===== src/rtl/simm_pkg.sv =====
// Shared definitions for the SIMM bus interface and controller: FSM states,
// 68030 SIZ encodings and the byte-lane bit ordering.
package simm_pkg;

  typedef enum logic [1:0] {
    StIdle,
    StAccess,
    StBeatGap,
    StAck
  } state_e;

  typedef enum logic [1:0] {
    SizLong   = 2'b00,
    SizByte   = 2'b01,
    SizWord   = 2'b10,
    SizTriple = 2'b11
  } siz_e;

  localparam int unsigned NumLanes = 4;

  // Byte offset 0 (D31:24) lives in the MSB of byte_selects.
  function automatic logic [1:0] lane_bit(input logic [1:0] off);
    return 2'd3 - off;
  endfunction

  // Enable offsets a .. min(3, a + size - 1); SIZ=00 means four bytes.
  function automatic logic [3:0] lane_mask(input logic [1:0] siz, input logic [1:0] a);
    logic [2:0] last;
    logic [3:0] mask;
    last = (siz == SizLong) ? 3'd3 : ({1'b0, a} + {1'b0, siz} - 3'd1);
    mask = '0;
    for (int unsigned off = 0; off < NumLanes; off++) begin
      if (off >= 32'(a) && off <= 32'(last)) mask[lane_bit(2'(off))] = 1'b1;
    end
    return mask;
  endfunction

endpackage


===== src/rtl/sync2.sv =====
// Two-flop synchroniser for asynchronous CPU strobes.
module sync2 #(
  parameter logic ResetVal = 1'b1
) (
  input  logic clk_i,
  input  logic rst_i,
  input  logic d_i,
  output logic q_o
);

  logic [1:0] stage_q, stage_d;

  always_comb begin
    stage_d = {stage_q[0], d_i};
  end

  always_ff @(posedge clk_i) begin
    if (rst_i) stage_q <= {2{ResetVal}};
    else       stage_q <= stage_d;
  end

  assign q_o = stage_q[1];

endmodule


===== src/rtl/simm_bus_interface.sv =====
// Bridges the asynchronous 68030 bus cycle (incl. cache burst fills) onto the
// synchronous cs/ds handshake of simm_controller.
module simm_bus_interface
  import simm_pkg::*;
#(
  parameter logic [31:0] DRAM_BASE      = 32'h0000_0000,
  parameter int unsigned DRAM_SIZE_LOG2 = 26,
  parameter int unsigned BANK_BIT       = 25
) (
  input  logic        clock,
  input  logic        reset,
  input  logic        cpu_as_n,
  input  logic        cpu_ds_n,
  input  logic        cpu_rn_w,
  input  logic [1:0]  cpu_siz,
  input  logic [31:0] cpu_addr,
  input  logic        cpu_cbreq_n,
  output logic [1:0]  cpu_dsack_n,
  output logic        cpu_cback_n,
  output logic        cs,
  output logic        ds,
  output logic        rn_w,
  output logic        bank_addr,
  output logic [3:0]  byte_selects,
  output logic [1:0]  burst_col,
  input  logic        waitstate
);

  localparam logic [31:0] BaseTag = DRAM_BASE >> DRAM_SIZE_LOG2;

  logic as_sync_n, ds_sync_n, cbreq_sync_n;
  logic as_act, cbreq_act, hit, burst_ok, active;

  state_e     state_q, state_d;
  logic       rn_w_q, rn_w_d;
  logic       bank_q, bank_d;
  logic [1:0] siz_q, siz_d;
  logic [1:0] a10_q, a10_d;
  logic       burst_q, burst_d;
  logic [1:0] col_q, col_d;
  logic [1:0] beat_q, beat_d;

  sync2 #(.ResetVal(1'b1)) u_sync_as (
    .clk_i(clock), .rst_i(reset), .d_i(cpu_as_n), .q_o(as_sync_n)
  );
  sync2 #(.ResetVal(1'b1)) u_sync_ds (
    .clk_i(clock), .rst_i(reset), .d_i(cpu_ds_n), .q_o(ds_sync_n)
  );
  sync2 #(.ResetVal(1'b1)) u_sync_cbreq (
    .clk_i(clock), .rst_i(reset), .d_i(cpu_cbreq_n), .q_o(cbreq_sync_n)
  );

  assign as_act    = ~as_sync_n;
  assign cbreq_act = ~cbreq_sync_n;
  assign hit       = (cpu_addr >> DRAM_SIZE_LOG2) == BaseTag;
  assign burst_ok  = cpu_rn_w && (cpu_siz == SizLong) && (cpu_addr[1:0] == 2'b00) && cbreq_act;

  always_ff @(posedge clock) begin
    if (reset) begin
      state_q <= StIdle;
      rn_w_q  <= 1'b0;
      bank_q  <= 1'b0;
      siz_q   <= 2'b00;
      a10_q   <= 2'b00;
      burst_q <= 1'b0;
      col_q   <= 2'b00;
      beat_q  <= 2'b00;
    end else begin
      state_q <= state_d;
      rn_w_q  <= rn_w_d;
      bank_q  <= bank_d;
      siz_q   <= siz_d;
      a10_q   <= a10_d;
      burst_q <= burst_d;
      col_q   <= col_d;
      beat_q  <= beat_d;
    end
  end

  always_comb begin
    state_d = state_q;
    rn_w_d  = rn_w_q;
    bank_d  = bank_q;
    siz_d   = siz_q;
    a10_d   = a10_q;
    burst_d = burst_q;
    col_d   = col_q;
    beat_d  = beat_q;
    case (state_q)
      StIdle: begin
        if (as_act && hit) begin
          state_d = StAccess;
          rn_w_d  = cpu_rn_w;
          bank_d  = cpu_addr[BANK_BIT];
          siz_d   = cpu_siz;
          a10_d   = cpu_addr[1:0];
          burst_d = burst_ok;
          col_d   = cpu_addr[3:2];
          beat_d  = 2'd0;
        end
      end
      StAccess: begin
        // A low waitstate is completion, even on the entry cycle.
        if (!waitstate) begin
          if (!as_act)                                       state_d = StIdle;
          else if (burst_q && cbreq_act && beat_q != 2'd3)   state_d = StBeatGap;
          else                                               state_d = StAck;
        end
      end
      StBeatGap: begin
        state_d = StAccess;
        col_d   = col_q + 2'd1;
        beat_d  = beat_q + 2'd1;
      end
      StAck: begin
        if (!as_act) state_d = StIdle;
      end
      default: state_d = StIdle;
    endcase
  end

  always_comb begin
    active       = (state_q != StIdle);
    cs           = active;
    ds           = ((state_q == StAccess) || (state_q == StAck)) && (rn_w_q || !ds_sync_n);
    cpu_dsack_n  = ((state_q == StAck) || (state_q == StBeatGap)) ? 2'b00 : 2'b11;
    cpu_cback_n  = ~(active && burst_q);
    rn_w         = active && rn_w_q;
    bank_addr    = active && bank_q;
    byte_selects = active ? lane_mask(siz_q, a10_q) : 4'b0000;
    burst_col    = col_q;
  end

endmodule


===== config.mk =====
export PLATFORM = sky130hd
export DESIGN_NAME = simm_bus_interface
export DESIGN_NICKNAME = d
export VERILOG_FILES = /design/src/rtl/simm_pkg.sv /design/src/rtl/sync2.sv /design/src/rtl/simm_bus_interface.sv
export SDC_FILE = /design/constraint.sdc
export NUM_CORES = 1
export LEC_CHECK = 0
export CORE_MARGIN = 3
export CORE_UTILIZATION = 37
export CTS_CLUSTER_SIZE = 16
export DETAILED_ROUTE_END_ITERATION = 8
export PLACE_DENSITY_LB_ADDON = 0.08
export SLEW_MARGIN = 20
export SYNTH_ARGS = -nofsm -noshare
export SYNTH_HDL_FRONTEND = slang
export SYNTH_HIERARCHICAL = 1
export SYNTH_SLANG_ARGS = --single-unit

===== constraint.sdc =====
create_clock -name clock -period 2.2 [get_ports clock]
set_input_delay 0.44 -clock clock [delete_from_list [all_inputs] [get_ports clock]]
set_output_delay 0.44 -clock clock [all_outputs]
set_load 0.01 [all_outputs]

== Yosys cells after proc, flatten, opt, wreduce, memory -nomap -nowiden ==
Index checks and enable logic that the tools add are counted.
W data, S select, Z words.
Word-level totals
  logic and storage cells: 74
  input port bits: 41
  output and inout bits: 13
  flip-flop bits (word level): 19
Operators by class
  $lt $le $gt $ge: 6
  eq/ne operators: 7
  reductions and logical operators: 26
  bitwise gates (word level): 3
  $add $sub $neg: 4
  multiplexer cells: 17
Operators by type and width (number)
  $logic_not A32 Y1: 1
  $mux W2: 7
  $logic_and A1 B1 Y1: 12
  $logic_not A2 Y1: 4
  $pmux W2 S2: 2
  $pmux W2 S4: 1
  $le A2 B3 Y1 const A: 2
  $ne A2 B2 Y1 const B: 3
  $mux W1: 5
  $add A2 B1 Y2 const B: 2
  $eq A2 B2 Y1 const B: 2
  $ge A1 B2 Y1 const A: 2
  $mux W4: 1
  $reduce_and A2 Y1: 2
  $reduce_bool A2 Y1: 2
  $add A2 B2 Y3: 1
  $le A1 B3 Y1 const A: 1
  $logic_or A1 B1 Y1: 3
  $mux W3: 1
  $not A1 Y1: 3
  $reduce_and A3 Y1: 1
  $sub A3 B1 Y3 const B: 1
  $eq A2 B1 Y1 const B: 1
  $ge A2 B2 Y1 const A: 1
  other kinds (2): 2

== Longest topological paths before layout ==
  word-level depth: 7
  gate-level depth with buffers: 7
  gate-level depth less buffers: 7

== Cells and area by module ==
Netlist, hierarchy kept.
Modules (own cells, without submodules)
  simm_bus_interface: area an instance 800.8 um^2, sequential area each 260.2 um^2, cells each 97, times used 1
  sync2: area an instance 52.6 um^2, sequential area each 40.0 um^2, cells each 4, times used 3

== Worst setup path before layout ==
No wires, ideal clock.
  path kind: reg2out
  start: register a10_q[1]
  end: output byte_selects[2]
  arrival time: 1.482 ns
  data required time: 1.760 ns
  path buffers: 0
  slack: 0.278 ns
  cell stages (with the launch flop): 8
  path through: dfxtp_1 inv_1 ha_1 inv_1 ha_1 xor2_1 nor3_1 a211oi_1
Between the ends
  cells in the longest elaborated chain, start to end: 7
  elaborated cells on any way between the ends: 8
  classes of those cells: add/sub: 2; order compare: 2; mux: 3; reduce/logical: 1
RTL lines
  from (decl): RTL line simm_bus_interface.sv:38  | logic [1:0] a10_q, a10_d;
  from (signal assigned): RTL line simm_bus_interface.sv:64  | a10_q <= 2'b00;
  from (signal assigned): RTL line simm_bus_interface.sv:73  | a10_q <= a10_d;
  $add A2 B2 Y3: RTL line simm_pkg.sv:30  | last = (siz == SizLong) ? 3'd3 : ({1'b0, a} + {1'b0, siz} - 3'd1);
  $sub A3 B1 Y3: RTL line simm_pkg.sv:30
  $mux W3: RTL line simm_pkg.sv:30
  $le A1 B3 Y1: RTL line simm_pkg.sv:33  | if (off >= 32'(a) && off <= 32'(last)) mask[lane_bit(2'(off))] = 1'b1;
  $logic_and A1 B1 Y1 *: RTL line simm_pkg.sv:33
  $mux W1 *: RTL line simm_pkg.sv:33
  $mux W4 *: RTL line simm_bus_interface.sv:130  | byte_selects = active ? lane_mask(siz_q, a10_q) : 4'b0000;
  to (decl): RTL line simm_bus_interface.sv:24  | output logic [3:0] byte_selects,
Every way passes the cells marked *; elsewhere a longest branch is shown, timed or not.

== Final worst setup path ==
Same ends and word-level chain as after synthesis.

==> impl_metrics.csv <==
group,metric,value,unit
worst_setup_path,r2r_start,"state_q[1]$_SDFFE_PP0P_",
clock_tree,path_clk_slew,0.11,ns
yosys,synth_top_cell_by_area,"dfxtp_1",
worst_hold_path,hold_end,"u_sync_cbreq/stage_q[1]$_SDFF_PP1_",
floorplanning,rows,17,
yosys,synth.top_cell.area_share,39.7,%
timing,setup-tns-final,0,ns
floorplanning,dieWidth,56.9,microns
global_route,grt_busiest_layer,"met2",
cells_and_area,drive_gt1_share,28.0,%
power_and_ir_drop,netSwitchingPower,0.000132,W
drt,wl_per_cell,12.9,microns
timing,slew_violations,0,
worst_setup_path,r2r-end,"bank_q$_SDFFE_PP0P_",
worst_hold_path,worstHoldStart,"u_sync_cbreq/stage_q[0]$_SDFF_PP1_",
clock_tree,clk_path_buf_depth,2,
worst_setup_path,rrSetupSlack,0.78,ns
global_route,grt_max_degree,15,
global_route,use_met1,19.2,%
worst_setup_path,startpoint_type,"register",
flow_run,maxCapViolations,0,
worst_hold_path,worst_hold_path_type,"reg2reg",
worst_setup_path,worstPathRequired,1.76,ns
worst_setup_path,arrival,1.74,ns
yosys,netlist_instances,109,
power_and_ir_drop,pwr-share-seq,59.1,%
worst_hold_path,whs_path_depth,1,
global_route,grt_pass1_vias,952,
place,gp_congestion,0.743,
timing,fin_crit_sh,98.9,%
power_and_ir_drop,p_leak,0.590,nW
power_and_ir_drop,intPower,0.000462,W
drt,route.antenna.remaining_nets,0,
place,hpwl,1730,microns
yosys,synth_most_common_cell,"dfxtp_1",
cells_and_area,syn2layout_area_growth,56.3,%
clock_tree,clock_latency,0.30,ns
power_and_ir_drop,switching_share,22.2,%
timing,min_period,2.18,ns
global_route,gr-total-overflow,0,
drt,num_vias,936,
global_route,track_usage,16.0,%
worst_setup_path,r2r_cells,5,
drt,drt-pass1-iter-count,4,
yosys,yosysWarnings,6,
drt,drtIter0Drc,13,
worst_setup_path,crit_type,"reg2out",
yosys,yosysSeqAreaShare,39.7,%
drt,routed_wirelength,2380,microns
floorplanning,die_h,56.9,microns
cells_and_area,final_cell_area,0.00150,sq mm
yosys,synth_edf_count,0,
timing,finalClockSkew,0.00126,ns
yosys,syn_avg_cell_area,8.79,sq um
clock_tree,cts.root.buffer_cell,"clkbuf_4",
floorplanning,dieArea,0.00324,sq mm
power_and_ir_drop,ir_drop,0.435,mV
global_route,use_met3,5.98,%
timing,max_freq,460,MHz
power_and_ir_drop,comb_power_share,10.5,%
cells_and_area,post-route-util,64.0,%
cells_and_area,fin_nets,203,
power_and_ir_drop,cellPowerDensity,396,mW/mm^2
timing,relSlewSlack,75.3,%
timing,setup_viol,0,
yosys,synthDistinctLibCells,33,
yosys,ys_async_sr_fraction,0,%
worst_setup_path,crit_fanout,2,
clock_tree,htreeDepth,1,
clock_tree,cts_made_buffers,3,
power_and_ir_drop,power_frac_clock,30.4,%
yosys,synth_common_cells,"19 x dfxtp_1, 12 x inv_1, 8 x nor2b_1",
yosys,ys.flop_type,"dfxtp_1",
floorplanning,boundaryPins,54,
cells_and_area,insertedDiodeCount,0,
run_status,status,"finished, final reports clean",
global_route,antenna_found_initial,0,
place,place_area,0.00137,sq mm
clock_tree,cts_tree,"done",
floorplanning,core_area,0.00234,sq mm
floorplanning,start_util,41.0,%
yosys,synth_seq_cells,19,
drt,post-route-drc-count,0,
drt,via_per_inst,5.06,
timing,tightestPinTransition,0.361,ns
global_route,use_met2,27.2,%
place,io_buffers,32,
yosys,synth_area_leaders,"dfxtp_1 40%, ha_1 5.2%, nor2b_1 5.2%",
global_route,grt_pass1_wl,4060,microns
timing,rsz0062_at_grt,"yes",
clock_tree,clock-sinks,19,
timing,hold_viol,0,
yosys,syn_area,958,sq um
worst_setup_path,end_kind,"output port",
yosys,syn-num-nets,154,
timing repair:
item	CTS	global route
resized for setup	24	9
pin swaps	6	2
setup buffers	2	5
setup endpoints to repair	4	6
hold endpoints to repair	0	0
hold buffers	0	0
cell type report:
cell class / instances / area [sq um]
Fill cell: 210 / 842
Multi-Input combinational cell: 71 / 549
Timing Repair Buffer: 51 / 454
Sequential cell: 19 / 388
Inverter: 12 / 45.0
Tap cell: 28 / 35.0
Clock buffer: 4 / 26.3
critical path, cell delays in order (launching register included):
cell and delay, ns:
dfxtp_2 0.35, inv_2 0.05, ha_4 0.25, inv_2 0.04, ha_4 0.15, xor2_2 0.15
nor3_2 0.19, a211oi_1 0.11, buf_2 0.15
layout by cell type (no fill, tap or decap), drive strengths merged, types with 2 or more instances in the layout:
master          n
clkdlybuf4s50  28
clkbuf          4
nor2b           8
nand2           2
nand2b          3
ha              4
a21oi           4
nor2            5
nor4            2
nor3            5
a21o            2
dfxtp          19
o31ai           5
a211oi          3
inv            12
mux2i           3
buf            22
or2             6
nand4           6
cell families after synthesis:
group	synth area share [%]
AO/OA/AOI/OAI	17.1
XOR/XNOR	0.914
adder cells (fa/ha/maj)	5.22
buffers and inverters	8.22
flip-flops	39.7
multiplexers	3.13
AND/OR/NAND/NOR	25.7
sequential cells by signal, indices dropped and copies added, names as in the netlist:
| signal | cells |
|---|---|
| siz_q | 2 |
| state_q | 2 |
| bank_q | 1 |
| burst_q | 1 |
| u_sync_as/stage_q | 2 |
| burst_col | 2 |
| rn_w_q | 1 |
| beat_q | 2 |
| u_sync_ds/stage_q | 2 |
| u_sync_cbreq/stage_q | 2 |
| a10_q | 2 |
worst max-delay path by stage:
stage                                 end                  start
after floorplan           byte_selects[2]  a10_q[1]$_SDFFE_PP0P_
after global placement    byte_selects[2]  siz_q[1]$_SDFFE_PP0P_
after detailed placement  byte_selects[2]  siz_q[1]$_SDFFE_PP0P_
after CTS                 byte_selects[2]  siz_q[1]$_SDFFE_PP0P_
after global routing      byte_selects[2]  siz_q[1]$_SDFFE_PP0P_
final                     byte_selects[2]  a10_q[1]$_SDFFE_PP0P_
power groups by stage:
stage | logic (W) | clock network [W] | registers, W
2_1_floorplan | 0.0000183 | 0 | 0.000358
5_1_grt | 0.0000677 | 0.000202 | 0.000352
3_3_place_gp | 0.0000607 | 0 | 0.000359
3_5_place_dp | 0.0000620 | 0 | 0.000359
6_report | 0.0000624 | 0.000181 | 0.000351
4_1_cts | 0.0000626 | 0.000187 | 0.000351
per-layer routing:
layer  wire [microns]  up-vias
met1             1040      429
met4               14        0
met2             1180       23
met3              149        2
met5                0        -
li1                 -      482
metrics by stage:
stage,cells,setup slack [ns],total power (W),hold WS [ns]
2_1_floorplan,109,0.278,0.000377,0.383
3_3_place_gp,174,-0.155,0.000419,0.388
3_5_place_dp,174,-0.177,0.000421,0.389
4_1_cts,180,-0.0223,0.000600,0.416
5_1_grt,185,-0.0740,0.000622,0.441
6_report,185,0.0247,0.000594,0.416
Power figures use the tool's default switching activity.
